===== config.mk =====
export PLATFORM = sky130hd
export DESIGN_NAME = rs1_exec_alu
export DESIGN_NICKNAME = d
export VERILOG_FILES = /design/src/rtl/rs1_exec_alu.sv
export SDC_FILE = /design/constraint.sdc
export NUM_CORES = 1
export LEC_CHECK = 0
export CELL_PAD_IN_SITES_DETAIL_PLACEMENT = 0
export CELL_PAD_IN_SITES_GLOBAL_PLACEMENT = 1
export CORE_MARGIN = 4
export CORE_UTILIZATION = 45
export DETAILED_ROUTE_END_ITERATION = 16
export HOLD_SLACK_MARGIN = 0.03
export PLACE_DENSITY = 0.89
export REMOVE_ABC_BUFFERS = 1
export SLEW_MARGIN = 20
export SYNTH_ARGS = -nofsm -noshare
export SYNTH_HDL_FRONTEND = slang
export SYNTH_SLANG_ARGS = --single-unit
export TNS_END_PERCENT = 10

===== constraint.sdc =====
create_clock -name clk -period 6.55 [get_ports clk]
set_input_delay 0.9825 -clock clk [delete_from_list [all_inputs] [get_ports clk]]
set_output_delay 0.9825 -clock clk [all_outputs]
set_load 0.02 [all_outputs]

===== src/rtl/rs1_exec_alu.sv =====
// rs1_exec_alu: execute-stage ALU fed by the rs1 operand latch, the register-file rs2 and the decoded immediate.
// Latency: 1 cycle for all ops; shifts take shamt+1 cycles (iterative, 1 bit/cycle) unless RS1_EXEC_BARREL_SHIFT_EN is defined.
// Backpressure: the result is held in DONE while out_ready=0; in_ready = IDLE, or DONE with out_ready high (back-to-back issue).
//
// Ports: clk/rst (sync, active-low), in_valid/in_ready + opcode/funct3/funct7_b5/rs1_data/rs2_data/imm upstream,
//        out_valid/out_ready/result downstream, busy = iterative shift in progress.
// Optional macro RS1_EXEC_BARREL_SHIFT_EN: single-cycle barrel shifter; the SHIFT state is never entered.

module rs1_exec_alu #(
   parameter int XLEN    = 32,
   parameter int SHAMT_W = 5
) (
   input  logic            clk,
   input  logic            rst,
   input  logic            in_valid,
   output logic            in_ready,
   input  logic [6:0]      opcode,
   input  logic [2:0]      funct3,
   input  logic            funct7_b5,
   input  logic [XLEN-1:0] rs1_data,
   input  logic [XLEN-1:0] rs2_data,
   input  logic [XLEN-1:0] imm,
   output logic            out_valid,
   input  logic            out_ready,
   output logic [XLEN-1:0] result,
   output logic            busy
);

   localparam logic [1:0] S_IDLE  = 2'd0;
   localparam logic [1:0] S_SHIFT = 2'd1;
   localparam logic [1:0] S_DONE  = 2'd2;

   logic [1:0]         state;
   logic [XLEN-1:0]    sh_reg;
   logic [SHAMT_W-1:0] sh_cnt;
   logic               sh_left;
   logic               sh_arith;

   // decode
   logic               is_r;
   logic               is_alu;
   logic               is_shift;
   logic               sub_sel;
   logic [XLEN-1:0]    op_b;
   logic [SHAMT_W-1:0] shamt;
   logic               go_shift;
   logic               accept;
   logic [XLEN-1:0]    shift_res;
   logic [XLEN-1:0]    alu_res;
   logic [XLEN-1:0]    sh_step;
   logic               unused_opcode_lo;

   // Only the opcode class bits matter here; the low bits are decoded upstream.
   assign unused_opcode_lo = ^opcode[3:0];

   assign is_r     = (opcode[6:4] == 3'b011);
   assign is_alu   = (opcode[6:4] == 3'b001) || is_r;
   assign is_shift = is_alu && ((funct3 == 3'b001) || (funct3 == 3'b101));
   assign sub_sel  = is_r && funct7_b5;
   assign op_b     = is_r ? rs2_data : imm;
   assign shamt    = op_b[SHAMT_W-1:0];

`ifdef RS1_EXEC_BARREL_SHIFT_EN
   localparam bit BARREL = 1'b1;
   logic signed [XLEN-1:0] rs1_s;
   assign rs1_s = rs1_data;
   always_comb begin
      shift_res = rs1_data >> shamt;
      if (funct3 == 3'b001) begin
         shift_res = rs1_data << shamt;
      end else if (funct7_b5) begin
         shift_res = rs1_s >>> shamt;
      end
   end
`else
   localparam bit BARREL = 1'b0;
   // Only reached with shamt==0 in this build; nonzero shifts go through SHIFT.
   assign shift_res = rs1_data;
`endif

   assign go_shift  = is_shift && (shamt != '0) && !BARREL;
   assign in_ready  = rst && ((state == S_IDLE) || ((state == S_DONE) && out_ready));
   assign accept    = in_valid && in_ready;
   assign out_valid = (state == S_DONE);
   assign busy      = (state == S_SHIFT);

   always_comb begin
      // Loads, stores, JALR and anything outside the ALU classes form an address.
      alu_res = rs1_data + imm;
      if (is_alu) begin
         case (funct3)
            3'b000:  alu_res = sub_sel ? (rs1_data - op_b) : (rs1_data + op_b);
            3'b001:  alu_res = shift_res;
            3'b010:  alu_res = {{(XLEN-1){1'b0}}, ($signed(rs1_data) < $signed(op_b))};
            3'b011:  alu_res = {{(XLEN-1){1'b0}}, (rs1_data < op_b)};
            3'b100:  alu_res = rs1_data ^ op_b;
            3'b101:  alu_res = shift_res;
            3'b110:  alu_res = rs1_data | op_b;
            default: alu_res = rs1_data & op_b;
         endcase
      end
   end

   // One-bit shift step; SRA replicates the sign bit.
   always_comb begin
      if (sh_left) begin
         sh_step = {sh_reg[XLEN-2:0], 1'b0};
      end else begin
         sh_step = {sh_arith & sh_reg[XLEN-1], sh_reg[XLEN-1:1]};
      end
   end

   always_ff @(posedge clk) begin
      if (!rst) begin
         state    <= S_IDLE;
         result   <= '0;
         sh_reg   <= '0;
         sh_cnt   <= '0;
         sh_left  <= 1'b0;
         sh_arith <= 1'b0;
      end else begin
         case (state)
            S_IDLE, S_DONE: begin
               if (accept) begin
                  if (go_shift) begin
                     sh_reg   <= rs1_data;
                     sh_cnt   <= shamt;
                     sh_left  <= (funct3 == 3'b001);
                     sh_arith <= funct7_b5;
                     state    <= S_SHIFT;
                  end else begin
                     result <= alu_res;
                     state  <= S_DONE;
                  end
               end else if ((state == S_DONE) && out_ready) begin
                  state <= S_IDLE;
               end
            end
            S_SHIFT: begin
               sh_reg <= sh_step;
               sh_cnt <= sh_cnt - 1'b1;
               // Counter at 1 means this step is the last one.
               if (sh_cnt == SHAMT_W'(1)) begin
                  result <= sh_step;
                  state  <= S_DONE;
               end
            end
            default: state <= S_IDLE;
         endcase
      end
   end

endmodule


**Yosys cells after proc, flatten, opt, wreduce, memory -nomap -nowiden**

Index checks and enable logic that the tools add are counted.

- Register bits: 73
- Input bits: 111
- Output and inout port bits: 35
- Word-level logic and storage cells: 71

- Bitwise gates (word level): 4
- Reduce and logical (&&, ||, !) cells: 19
- Eq/ne operators: 16
- Multiplexer cells: 20
- $add $sub $neg: 4
- Magnitude comparators: 2

Operators with widths:

| operator | number |
|---|---|
| $mux 32 | 9 |
| $pmux 32 s6 | 1 |
| $pmux 32 s2 | 2 |
| $add 32x32->32 | 2 |
| $lt 32x32->1 | 2 |
| $and 32x32->32 | 1 |
| $or 32x32->32 | 1 |
| $sub 32x32->32 | 1 |
| $xor 32x32->32 | 1 |
| $mux 5 | 2 |
| $pmux 5 s2 | 1 |
| $eq 3x2->1 const B | 3 |
| $eq 3x3->1 const B | 3 |
| $mux 2 | 4 |
| $eq 3x1->1 const B | 2 |
| $logic_and 1x1->1 | 6 |
| $ne 2x2->1 const B | 3 |
| $reduce_and 3->1 | 2 |
| $eq 5x1->1 const B | 1 |
| $reduce_bool 5->1 | 1 |
| $sub 5x1->5 const B | 1 |
| $pmux 2 s2 | 1 |
| $reduce_and 4->1 | 1 |
| $reduce_or 2->1 | 2 |
| 10 further kinds | 12 |

**Logic depth before layout (Yosys ltp)**

- Depth after elaboration: 9
- Depth in mapped cells: 17
- Gate-level depth less buffers: 15

**Worst setup path before layout**

Ideal clock, no wire load.

- Kind: input to register
- Start point: in opcode[6]
- End point: reg result[29]
- Stages on the path: 14
- Data arrival time: 4611 ps
- Path buffers: 1
- Slack: 1823 ps
- Setup time: 116 ps
- Required time: 6434 ps
- Cells stage by stage: nand3b_1 clkbuf_1 mux2i_1 ha_1 o21bai_1 o211ai_1 a2111oi_0 o41ai_1 or3_1 a21oi_1 o21ai_0 a311oi_4 o22ai_1 a41o_1

- Cells in the longest elaborated chain, start to end: 9
- Elaborated cells on any way between the ends: 21
- Classes of those cells: 2 x add/sub; 3 x eq/ne; 7 x mux; 3 x bitwise; 6 x reduce/logical

Ends and longest elaborated chain:

| element | RTL line | source |
|---|---|---|
| from (decl) | 17 | `input logic [6:0] opcode,` |
| $eq 3x2->1 | 56 | `assign is_r = (opcode[6:4] == 3'b011);` |
| $mux 32 | 60 | `assign op_b = is_r ? rs2_data : imm;` |
| $add 32x32->32 / $sub 32x32->32 (equally long branches) | 92 | `3'b000: alu_res = sub_sel ? (rs1_data - op_b) : (rs1_data + op_b);` |
| $mux 32 | 92 |  |
| $pmux 32 s6 | 91 | `case (funct3)` |
| $mux 32 | 90 | `if (is_alu) begin` |
| $mux 32 | 125 | `if (go_shift) begin` |
| $mux 32 | 124 | `if (accept) begin` |
| $pmux 32 s2 | 122 | `case (state)` |
| to (signal assigned) | 132 | `result <= alu_res;` |
| to (signal assigned) | 144 | `result <= sh_step;` |
| to (decl) | 25 | `output logic [XLEN-1:0] result,` |

Parallel ways exist; a longest one is shown, timed or not. The select of a mux whose other input is x is not followed.
A chain may end at the register's enable or synchronous reset.

**Worst setup path after layout**

- Start point: in opcode[5]
- End point: reg result[31]

Same word-level chain as after synthesis.

==> flow_summary.ini <==
[worst_setup_path]
cpMostUsedCell = a2111oi_0
crit_family = compound AO/OA/AOI/OAI gates
worstPathRequired_ns = 6.83
critPathCaptureType = flip-flop
critical-path-slowest-cell = o41ai_1
crit_fanout = 11
critPathKind = input port to flip-flop
arrival_ns = 5.87
critPathBufInv = 4
worstPathCellList = clkdlybuf4s50_1, nand3b_1, mux2_2, inv_1, ha_1, inv_2, a2111oi_0, a2111oi_0, buf_4, o41ai_1, or3_1, a21oi_1, o21ai_0, o31ai_1, a311o_1, o22ai_1
startpoint_type = input port
slowest_delay_ns = 0.59

[yosys]
ys_warn_count = 0
yosysSeqAreaShare = 0.134
synth.most_common_cell = nand2_1
synth_flop_cell = dfxtp_1
yosysUniqueCellTypes = 78
syn-mean-instance-area_um2 = 6.95
synth_common_cells = nand2_1 (183), o21ai_0 (156), a21oi_1 (132)
synth_top_area_share = 0.148
netlist.top_cell.by_area = ha_1
syn_inst = 1573
synth.area.top_cells = ha_1 (15%), dfxtp_1 (13%), o21ai_0 (7.1%)
synth_edf_count = 0
synth-async-reset-ratio = 0
synth_area_mm2 = 0.0109
ys_seq_elements = 73

[cells_and_area]
areaGrowthSynthToFinish_pct = 17.8
final_cells = 1977
multiInputGateArea_mm2 = 0.00869
postLayoutCellArea_mm2 = 0.0129
drive_above_1_share = 0.0633
n_antenna_cell = 0
final_nets = 1897
final_util = 0.544
regArea_mm2 = 0.00146
nFillCells = 2357

[die]
fp.dieW_um = 164
start_util = 0.462
rows = 56
die_area_mm2 = 0.0269
core_area_mm2 = 0.0237
dieHeight_um = 164
io_pins = 146

[sta]
fin_skew_ns = 0.00463
max_slew_margin = 0.215
maxSlewViolCount = 0
period_needed_ns = 5.59
grt_setup_unrepaired = no
hold_viol_final = 0
fin_crit_sh = 0.853
whs_ns = 0.458
fmax_mhz = 179
finalSetupViolCount = 0
setup_tns_ns = 0
worst_pin_slew_ns = 1.17

[clocking]
htreeDepth = 3
cts.sinks = 73
clk_pin_slew_worst_paths_ns = 0.06
cts_made_buffers = 9
insertion_delay_ns = 0.36
cts_resized = 0
cts_setup_buffers = 0
cts_root_buf = clkbuf_16
clk_path_buf_depth = 2
cts_tree = yes
postCtsHoldBufs = 0

[power_and_ir_drop]
seqPwrFrac = 0.246
p_sw_uw = 807
power.internal_mw = 1.15
clkPwrFrac = 0.263
p_leak_nw = 5.40
combPwrFrac = 0.491
vdd_drop_max_mv = 0.117
power_density_mw_per_mm2 = 152
netSwitchingFraction = 0.412

[status]
status = completed

[routing]
ant_nets = 0
first_iter_violations = 1298
vias = 12500
drc_errors = 0
first_pass_iters = 6
drt_wl_total_mm = 42.1
routedWlPerCell_um = 21.3
viasPerCell = 6.33

[grt]
grt_pass1_wl_mm = 65.4
grt_max_degree = 63
grt_pass1_vias = 11900
track_usage = 0.306
grt_overflow = 0
antenna_found_initial = 0

[min_path]
hp-class = flip-flop to flip-flop

[placement]
place_inst = 1962
hpwl_mm = 31.2
port_buffers = 141
gp_congestion = 0.978
placed_area_mm2 = 0.0126

[flow_run]
drv_cap = 0
## final cells by class
type | count | area share
sequential | 73 | 0.113
clock inverter | 3 | 0.00330
multi-input combinational | 1281 | 0.674
clock buffer | 12 | 0.0184
inverter | 122 | 0.0355
timing repair buffer | 167 | 0.124
tap | 319 | 0.0310
## worst paths after layout
path,from,endpoint,slack (ns),cells past startpoint
worst min-delay path,sh_arith,sh_arith,0.46,2
worst min register to register,sh_arith,sh_arith,0.46,2
worst max register to register,state[1],result[30],3.51,7
worst max-delay path,opcode[5],result[31],0.96,16
## routing by layer
metal | wire length (µm) | global-route usage
met5 | 0 | 0
met4 | 892 | 0.0816
met3 | 4580 | 0.0690
met2 | 18500 | 0.492
met1 | 18100 | 0.415
## power by group through the flow
stage | sequential [mW] | clock (mW) | combinational [mW]
finish | 0.482 | 0.516 | 0.964
global route | 0.484 | 0.531 | 1.05
CTS | 0.482 | 0.518 | 0.945
detailed placement | 0.492 | 0 | 0.938
global placement | 0.491 | 0 | 0.930
floorplan | 0.505 | 0 | 0.590
## logic make-up (layout without fill, tap and decap cells)
kind of cell / count (synthesis) / count (layout) / synth area share
flops: 73 / 73 / 0.134
fa+ha+maj: 132 / 132 / 0.153
xor+xnor: 57 / 57 / 0.0456
compound gates: 573 / 573 / 0.339
mux: 68 / 68 / 0.0673
simple gates: 451 / 451 / 0.185
buf+inv: 219 / 304 / 0.0760
## metrics by stage
stage | setup WS [ns] | power [mW]
after floorplan | 1.32 | 1.09
after global placement | 0.759 | 1.42
after detailed placement | 0.713 | 1.43
after CTS | 1.06 | 1.94
after global routing | 0.734 | 2.06
final | 0.960 | 1.96
## worst register-to-register path, cell delays in order (launching register included)
cell       delay, ns
dfxtp_1         0.32
a211oi_1        0.43
nand2_1         0.25
nor2_1          0.95
a21oi_4         0.02
buf_4           0.31
a2111oi_0       0.50
a31oi_1         0.15
## cell usage in the layout, fill, tap and decap left out, types with 17 or more instances in the layout
| cell | netlist | final |
|---|---|---|
| a211oi_1 | 23 | 23 |
| a21o_1 | 26 | 26 |
| a21oi_1 | 132 | 131 |
| a22oi_1 | 21 | 21 |
| a31oi_1 | 45 | 45 |
| buf_4 | 0 | 26 |
| clkdlybuf4s50_1 | 0 | 140 |
| dfxtp_1 | 73 | 73 |
| ha_1 | 129 | 129 |
| inv_1 | 120 | 120 |
| mux2_2 | 44 | 44 |
| mux2i_1 | 24 | 24 |
| nand2_1 | 183 | 183 |
| nand2b_1 | 18 | 17 |
| nand3_1 | 40 | 39 |
| nor2_1 | 113 | 112 |
| nor3_1 | 25 | 24 |
| o21ai_0 | 156 | 156 |
| o21bai_1 | 18 | 18 |
| xnor2_1 | 39 | 39 |
| xor2_1 | 18 | 18 |
Note: power is estimated with default switching activity, not from simulation.
